===== src/rtl/reg_file_access_ctrl.sv =====
// reg_file_access_ctrl
// Host-command front end for a 32-entry register file (register 0 reads as
// zero). Accepts one command at a time: a single write, a dual-port read, or
// a clear-all that zeroes registers 1..31 over 31 cycles. All outputs come
// from flops, so nothing from the host ports reaches the register file
// combinationally.
//
// Build option: define READBACK_CHECK_EN to add a VERIFY state. VERIFY reads
// back every write to a nonzero register and sets a sticky error_o if the
// data does not match. In the default build there is no VERIFY state and
// error_o is tied low.
module reg_file_access_ctrl #(
    parameter int N = 32
) (
    input  logic         clk,
    input  logic         reset,
    input  logic         cmd_valid_i,
    output logic         cmd_ready_o,
    input  logic         cmd_write_i,
    input  logic         cmd_clear_i,
    input  logic [4:0]   cmd_addr1_i,
    input  logic [4:0]   cmd_addr2_i,
    input  logic [N-1:0] cmd_data_i,
    output logic         rsp_valid_o,
    output logic [N-1:0] rsp_data1_o,
    output logic [N-1:0] rsp_data2_o,
    output logic         busy_o,
    output logic         error_o,
    output logic         Reg_Write_o,
    output logic [4:0]   Write_Register_o,
    output logic [N-1:0] Write_Data_o,
    output logic [4:0]   Read_Register_1_o,
    output logic [4:0]   Read_Register_2_o,
    input  logic [N-1:0] Read_Data_1_i,
    input  logic [N-1:0] Read_Data_2_i
);

    // FSM encoding (kept as plain constants for legacy tool flows)
    localparam logic [2:0] IDLE   = 3'd0;
    localparam logic [2:0] WRITE  = 3'd1;
    localparam logic [2:0] READ   = 3'd2;
    localparam logic [2:0] RESP   = 3'd3;
    localparam logic [2:0] CLEAR  = 3'd4;
`ifdef READBACK_CHECK_EN
    localparam logic [2:0] VERIFY = 3'd5;
`endif

    localparam logic [4:0] LAST_REG = 5'd31;

    // Map an accepted command onto its first state: clear beats write,
    // and write beats read.
    function automatic logic [2:0] decode_cmd(input logic clear_cmd,
                                              input logic write_cmd);
        logic [2:0] first_state;
        if (clear_cmd) begin
            first_state = CLEAR;
        end else if (write_cmd) begin
            first_state = WRITE;
        end else begin
            first_state = READ;
        end
        return first_state;
    endfunction

    // Control state and the latched command
    logic [2:0]   state_q,     state_d;
    logic [4:0]   addr1_q,     addr1_d;
    logic [4:0]   addr2_q,     addr2_d;
    logic [N-1:0] data_q,      data_d;
    logic [4:0]   clr_cnt_q,   clr_cnt_d;
    logic [N-1:0] rsp1_q,      rsp1_d;
    logic [N-1:0] rsp2_q,      rsp2_d;

    // Output flops
    logic         ready_q,     ready_d;
    logic         busy_q,      busy_d;
    logic         rsp_valid_q, rsp_valid_d;
    logic         reg_write_q, reg_write_d;
    logic [4:0]   wr_reg_q,    wr_reg_d;
    logic [N-1:0] wr_data_q,   wr_data_d;
    logic [4:0]   rd_reg1_q,   rd_reg1_d;
    logic [4:0]   rd_reg2_q,   rd_reg2_d;

`ifdef READBACK_CHECK_EN
    logic         error_q,     error_d;
`endif

    // Next-state logic: command acceptance, sequencing and data capture
    always_comb begin
        state_d   = state_q;
        addr1_d   = addr1_q;
        addr2_d   = addr2_q;
        data_d    = data_q;
        clr_cnt_d = clr_cnt_q;
        rsp1_d    = rsp1_q;
        rsp2_d    = rsp2_q;
`ifdef READBACK_CHECK_EN
        error_d   = error_q;
`endif
        case (state_q)
            IDLE: begin
                // ready_q is low in the first cycle after reset, so
                // nothing is accepted until cmd_ready_o is actually high.
                if (cmd_valid_i && ready_q) begin
                    addr1_d = cmd_addr1_i;
                    addr2_d = cmd_addr2_i;
                    data_d  = cmd_data_i;
                    state_d = decode_cmd(cmd_clear_i, cmd_write_i);
                    if (cmd_clear_i) begin
                        clr_cnt_d = 5'd1;
                    end else begin
                        clr_cnt_d = clr_cnt_q;
                    end
                end else begin
                    state_d = IDLE;
                end
            end
            WRITE: begin
`ifdef READBACK_CHECK_EN
                // Register 0 cannot hold data, so there is nothing to check.
                if (addr1_q != 5'd0) begin
                    state_d = VERIFY;
                end else begin
                    state_d = IDLE;
                end
`else
                state_d = IDLE;
`endif
            end
            READ: begin
                // The register file read path is combinational: the data is
                // valid by the end of the cycle in which the address is driven.
                rsp1_d  = Read_Data_1_i;
                rsp2_d  = Read_Data_2_i;
                state_d = RESP;
            end
            RESP: begin
                state_d = IDLE;
            end
            CLEAR: begin
                // Stop at the last register rather than letting the counter wrap.
                if (clr_cnt_q == LAST_REG) begin
                    state_d = IDLE;
                end else begin
                    clr_cnt_d = clr_cnt_q + 5'd1;
                end
            end
`ifdef READBACK_CHECK_EN
            VERIFY: begin
                if (Read_Data_1_i != data_q) begin
                    error_d = 1'b1;
                end else begin
                    error_d = error_q;
                end
                state_d = IDLE;
            end
`endif
            default: begin
                state_d = IDLE;
            end
        endcase
    end

    // Output decode from the next state, so the outputs come straight off flops
    always_comb begin
        ready_d     = (state_d == IDLE);
        busy_d      = (state_d != IDLE);
        rsp_valid_d = (state_d == RESP);
        reg_write_d = 1'b0;
        wr_reg_d    = 5'd0;
        wr_data_d   = {N{1'b0}};
        rd_reg1_d   = 5'd0;
        rd_reg2_d   = 5'd0;
        case (state_d)
            WRITE: begin
                // A write to register 0 still takes its cycle but never strobes.
                reg_write_d = (addr1_d != 5'd0);
                wr_reg_d    = addr1_d;
                wr_data_d   = data_d;
            end
            READ: begin
                rd_reg1_d = addr1_d;
                rd_reg2_d = addr2_d;
            end
            CLEAR: begin
                reg_write_d = 1'b1;
                wr_reg_d    = clr_cnt_d;
                wr_data_d   = {N{1'b0}};
            end
`ifdef READBACK_CHECK_EN
            VERIFY: begin
                rd_reg1_d = addr1_d;
            end
`endif
            default: begin
                reg_write_d = 1'b0;
            end
        endcase
    end

    // State, command and output registers; reset aborts any command in flight
    always_ff @(posedge clk or negedge reset) begin
        if (!reset) begin
            state_q     <= IDLE;
            addr1_q     <= 5'd0;
            addr2_q     <= 5'd0;
            data_q      <= {N{1'b0}};
            clr_cnt_q   <= 5'd0;
            rsp1_q      <= {N{1'b0}};
            rsp2_q      <= {N{1'b0}};
            ready_q     <= 1'b0;
            busy_q      <= 1'b0;
            rsp_valid_q <= 1'b0;
            reg_write_q <= 1'b0;
            wr_reg_q    <= 5'd0;
            wr_data_q   <= {N{1'b0}};
            rd_reg1_q   <= 5'd0;
            rd_reg2_q   <= 5'd0;
        end else begin
            state_q     <= state_d;
            addr1_q     <= addr1_d;
            addr2_q     <= addr2_d;
            data_q      <= data_d;
            clr_cnt_q   <= clr_cnt_d;
            rsp1_q      <= rsp1_d;
            rsp2_q      <= rsp2_d;
            ready_q     <= ready_d;
            busy_q      <= busy_d;
            rsp_valid_q <= rsp_valid_d;
            reg_write_q <= reg_write_d;
            wr_reg_q    <= wr_reg_d;
            wr_data_q   <= wr_data_d;
            rd_reg1_q   <= rd_reg1_d;
            rd_reg2_q   <= rd_reg2_d;
        end
    end

`ifdef READBACK_CHECK_EN
    // Sticky readback-mismatch flag; only reset clears it
    always_ff @(posedge clk or negedge reset) begin
        if (!reset) begin
            error_q <= 1'b0;
        end else begin
            error_q <= error_d;
        end
    end

    assign error_o = error_q;
`else
    assign error_o = 1'b0;
`endif

    assign cmd_ready_o       = ready_q;
    assign busy_o            = busy_q;
    assign rsp_valid_o       = rsp_valid_q;
    assign rsp_data1_o       = rsp1_q;
    assign rsp_data2_o       = rsp2_q;
    assign Reg_Write_o       = reg_write_q;
    assign Write_Register_o  = wr_reg_q;
    assign Write_Data_o      = wr_data_q;
    assign Read_Register_1_o = rd_reg1_q;
    assign Read_Register_2_o = rd_reg2_q;

endmodule


===== config.mk =====
export PLATFORM = sky130hd
export DESIGN_NAME = reg_file_access_ctrl
export DESIGN_NICKNAME = d
export VERILOG_FILES = /design/src/rtl/reg_file_access_ctrl.sv
export SDC_FILE = /design/constraint.sdc
export NUM_CORES = 1
export LEC_CHECK = 0
export ABC_CLOCK_PERIOD_IN_PS = 2200
export CAP_MARGIN = 20
export CORE_MARGIN = 4
export CORE_UTILIZATION = 45
export CTS_BUF_LIST = sky130_fd_sc_hd__clkbuf_8
export DETAILED_ROUTE_END_ITERATION = 10
export PLACE_DENSITY = 0.78
export REMOVE_ABC_BUFFERS = 1
export SLEW_MARGIN = 20
export SYNTH_ARGS = -nofsm -noshare
export SYNTH_HDL_FRONTEND = slang
export SYNTH_SLANG_ARGS = --single-unit

===== constraint.sdc =====
create_clock -name clk -period 2.2 [get_ports clk]
set_clock_uncertainty 0.1 [all_clocks]
set_input_delay 0.66 -clock clk [delete_from_list [all_inputs] [get_ports clk]]
set_output_delay 0.66 -clock clk [all_outputs]
set_load 0.05 [all_outputs]

==> flow_summary.json <==
{
  "status": "finished, final reports clean",
  "arrival_ns": 2.11,
  "synth_cells": 359,
  "grt_pass1_wl_um": 21500,
  "gp_congestion": 0.803,
  "synthDistinctLibCells": 44,
  "cp_num_buf_inv": 2,
  "rsz0062_at_grt": "false",
  "path_class": "input port to flip-flop",
  "syn_to_final_growth_pct": 44.7,
  "critPathMaxFanout": 23,
  "setup_viol": 0,
  "leakage_nw": 4.05,
  "placed_area_mm2": 0.00813,
  "synth_top_family_by_area": "multiplexers",
  "antenna_found_initial": 0,
  "ctsResizeCount": 0,
  "slew_violations": 0,
  "critPathTopFamily": "buffers and inverters",
  "grt_overflow": 0,
  "cts_buffers": 17,
  "postCtsSetupBuffers": 0,
  "initial_core_util_pct": 46.3,
  "synth_compound_area_share_pct": 1.64,
  "clk_pin_slew_ns": 0.08,
  "finalCritPeriodShare_pct": 85.7,
  "synth_warnings": 0,
  "die_w_um": 122,
  "pre_cts_slack_ns": -0.134,
  "powerDensity_mw_per_mm2": 1560,
  "clk_latency_ns": 0.44,
  "startpoint_type": "input port",
  "diodes": 0,
  "cts_max_level": 4,
  "ys_seq_area_share_pct": 65.9,
  "synth_area_mm2": 0.00589,
  "worstHoldPathType": "flip-flop to flip-flop",
  "design.core.area_mm2": 0.0127,
  "cts-root-buf": "clkbuf_8",
  "drc": 0,
  "ys.flop_type": "dfrtp_1",
  "tightest_slew_ns": 0.551,
  "worst_slack_ns": 0.315,
  "antenna_left": 0,
  "relSlewSlack_pct": 63.3,
  "cp_slowest_stage_delay_ns": 0.48,
  "io_pins": 227,
  "dieArea_mm2": 0.0150,
  "path_cells": "clkdlybuf4s50_1 > and3_2 > buf_12 > mux2_2 > nor2b_1",
  "io_buffer_count": 225,
  "drt-total-wl_um": 14300,
  "via_per_inst": 4.71,
  "synth-edff-count": 0,
  "cts_tree": "built",
  "cts_sinks": 155,
  "rows": 41,
  "critPathCaptureType": "flip-flop",
  "required_ns": 2.43,
  "vias": 3714,
  "design_area_mm2": 0.00852,
  "synth_seq_cells": 155,
  "yosys.area_share.simple_pct": 8.54,
  "cap_viol_max_count": 0,
  "hold_buffers": 1,
  "cpMaxStageDelayCell": "clkdlybuf4s50_1",
  "grt_usage_pct": 19.1,
  "yosys.area_share.adder_pct": 0.212,
  "grt_max_degree": 55,
  "drtIter0Drc": 161,
  "fp.dieH_um": 122,
  "detail_route.wl_per_cell_um": 18.1,
  "place_hpwl_um": 10700,
  "max-vdd-ir-drop_mv": 0.562,
  "muxShareOfSynthArea_pct": 20.3,
  "synth_xor_area_share_pct": 0.446,
  "syn_avg_cell_area_um2": 16.4,
  "async_reset_ff_share_pct": 100,
  "utilization_pct": 67.0,
  "tns_ns": 0,
  "drive_above_1_share_pct": 44.0,
  "grt_pass1_vias": 4037,
  "fmax_ghz": 0.531,
  "nets": 715,
  "clock_path_buffers": 2,
  "fin_crit_ns": 1.88,
  "hold_viol_final": 0,
  "total_power_mw": 13.3,
  "drt_pass1_iterations": 4
}
placed cells by master (no fill, tap or decap), types with 5 or more instances in the layout:
master,synthesis,final
and2_1,10,10
buf_12,3,7
buf_4,3,125
clkbuf_8,0,20
clkdlybuf4s50_1,0,109
dfrtp_1,155,155
inv_1,1,6
mux2_2,65,65
mux2_4,31,31
nand2_1,7,7
nor2b_1,27,27
nor2b_4,5,5
per-stage QoR:
| stage | hold WS, ns | instances |
|---|---|---|
| floorplan | 0.264 | 341 |
| global placement | 0.380 | 755 |
| detailed placement | 0.375 | 755 |
| CTS | 0.395 | 788 |
| global route | 0.412 | 788 |
| finish | 0.396 | 788 |
logic make-up (layout without fill, tap and decap cells):
logic type / Yosys count / in the layout
AO/OA/AOI/OAI: 13 / 13
XOR/XNOR: 3 / 3
adder cells (fa/ha/maj): 1 / 1
buffers and inverters: 20 / 277
flip-flops: 155 / 155
multiplexers: 96 / 96
other: 1 / 1
AND/OR/NAND/NOR: 70 / 70
flip-flops by register name, summed over array words and instances (netlist names):
signal,flops
Read_Register_2_o,5
rsp_data1_o,32
Read_Register_1_o,5
rsp_data2_o,32
Write_Data_o,32
state_q,3
clr_cnt_q,5
rsp_valid_o,1
Write_Register_o,5
cmd_ready_o,1
busy_o,1
data_q,32
Reg_Write_o,1
where the power goes:
part | total (mW) | internal, mW | switching (mW)
combinational | 6.77 | 2.80 | 3.97
clock | 2.04 | 1.07 | 0.968
sequential | 4.49 | 3.95 | 0.534
total | 13.3 | 7.83 | 5.47
final timing paths:
check / from / endpoint / slack (ns) / depth (start not counted)
worst max-delay path: cmd_valid_i / Write_Data_o[31] / 0.32 / 5
worst min-delay path: data_q[30] / data_q[30] / 0.40 / 1
worst max register to register: state_q[0] / Write_Data_o[31] / 0.32 / 5
worst min register to register: data_q[30] / data_q[30] / 0.40 / 1
max in group asynchronous: reset / data_q[27] / 0.81 / 3
min in group asynchronous: reset / rsp_data1_o[16] / 0.54 / 2
cell usage after synthesis (2+ instances only):
| library cell | count | area, um2 |
|---|---|---|
| buf_6 | 2 | 22.5 |
| nand2_1 | 7 | 26.3 |
| nor2_1 | 2 | 7.51 |
| nor2b_1 | 27 | 169 |
| mux2_2 | 65 | 732 |
| dfrtp_1 | 155 | 3880 |
| buf_12 | 3 | 60.1 |
| nand4b_1 | 4 | 35.0 |
| nor3b_2 | 2 | 25.0 |
| mux2_4 | 31 | 465 |
| and2_1 | 10 | 62.6 |
| nor2b_4 | 5 | 68.8 |
| buf_2 | 7 | 35.0 |
| buf_4 | 3 | 22.5 |
| xnor2_1 | 3 | 26.3 |
| and3_1 | 2 | 12.5 |
| o21ai_0 | 4 | 20.0 |
layout make-up:
cell class / count / area (um2)
Multi-Input combinational cell: 184 / 1850
Fill cell: 917 / 4200
Clock buffer: 20 / 275
Clock inverter: 12 / 108
Sequential cell: 155 / 3880
Inverter: 2 / 7.51
Tap cell: 172 / 215
Timing Repair Buffer: 243 / 2190
routing by layer:
metal / vias up / routed length, um / global-route usage, %
li1: 1717 / - / -
met1: 1812 / 5710 / 22.9
met2: 164 / 6880 / 30.5
met3: 21 / 1470 / 8.43
met4: 0 / 233 / 7.14
met5: - / 0 / 0
No activity file was read; power rests on OpenSTA's default activity.
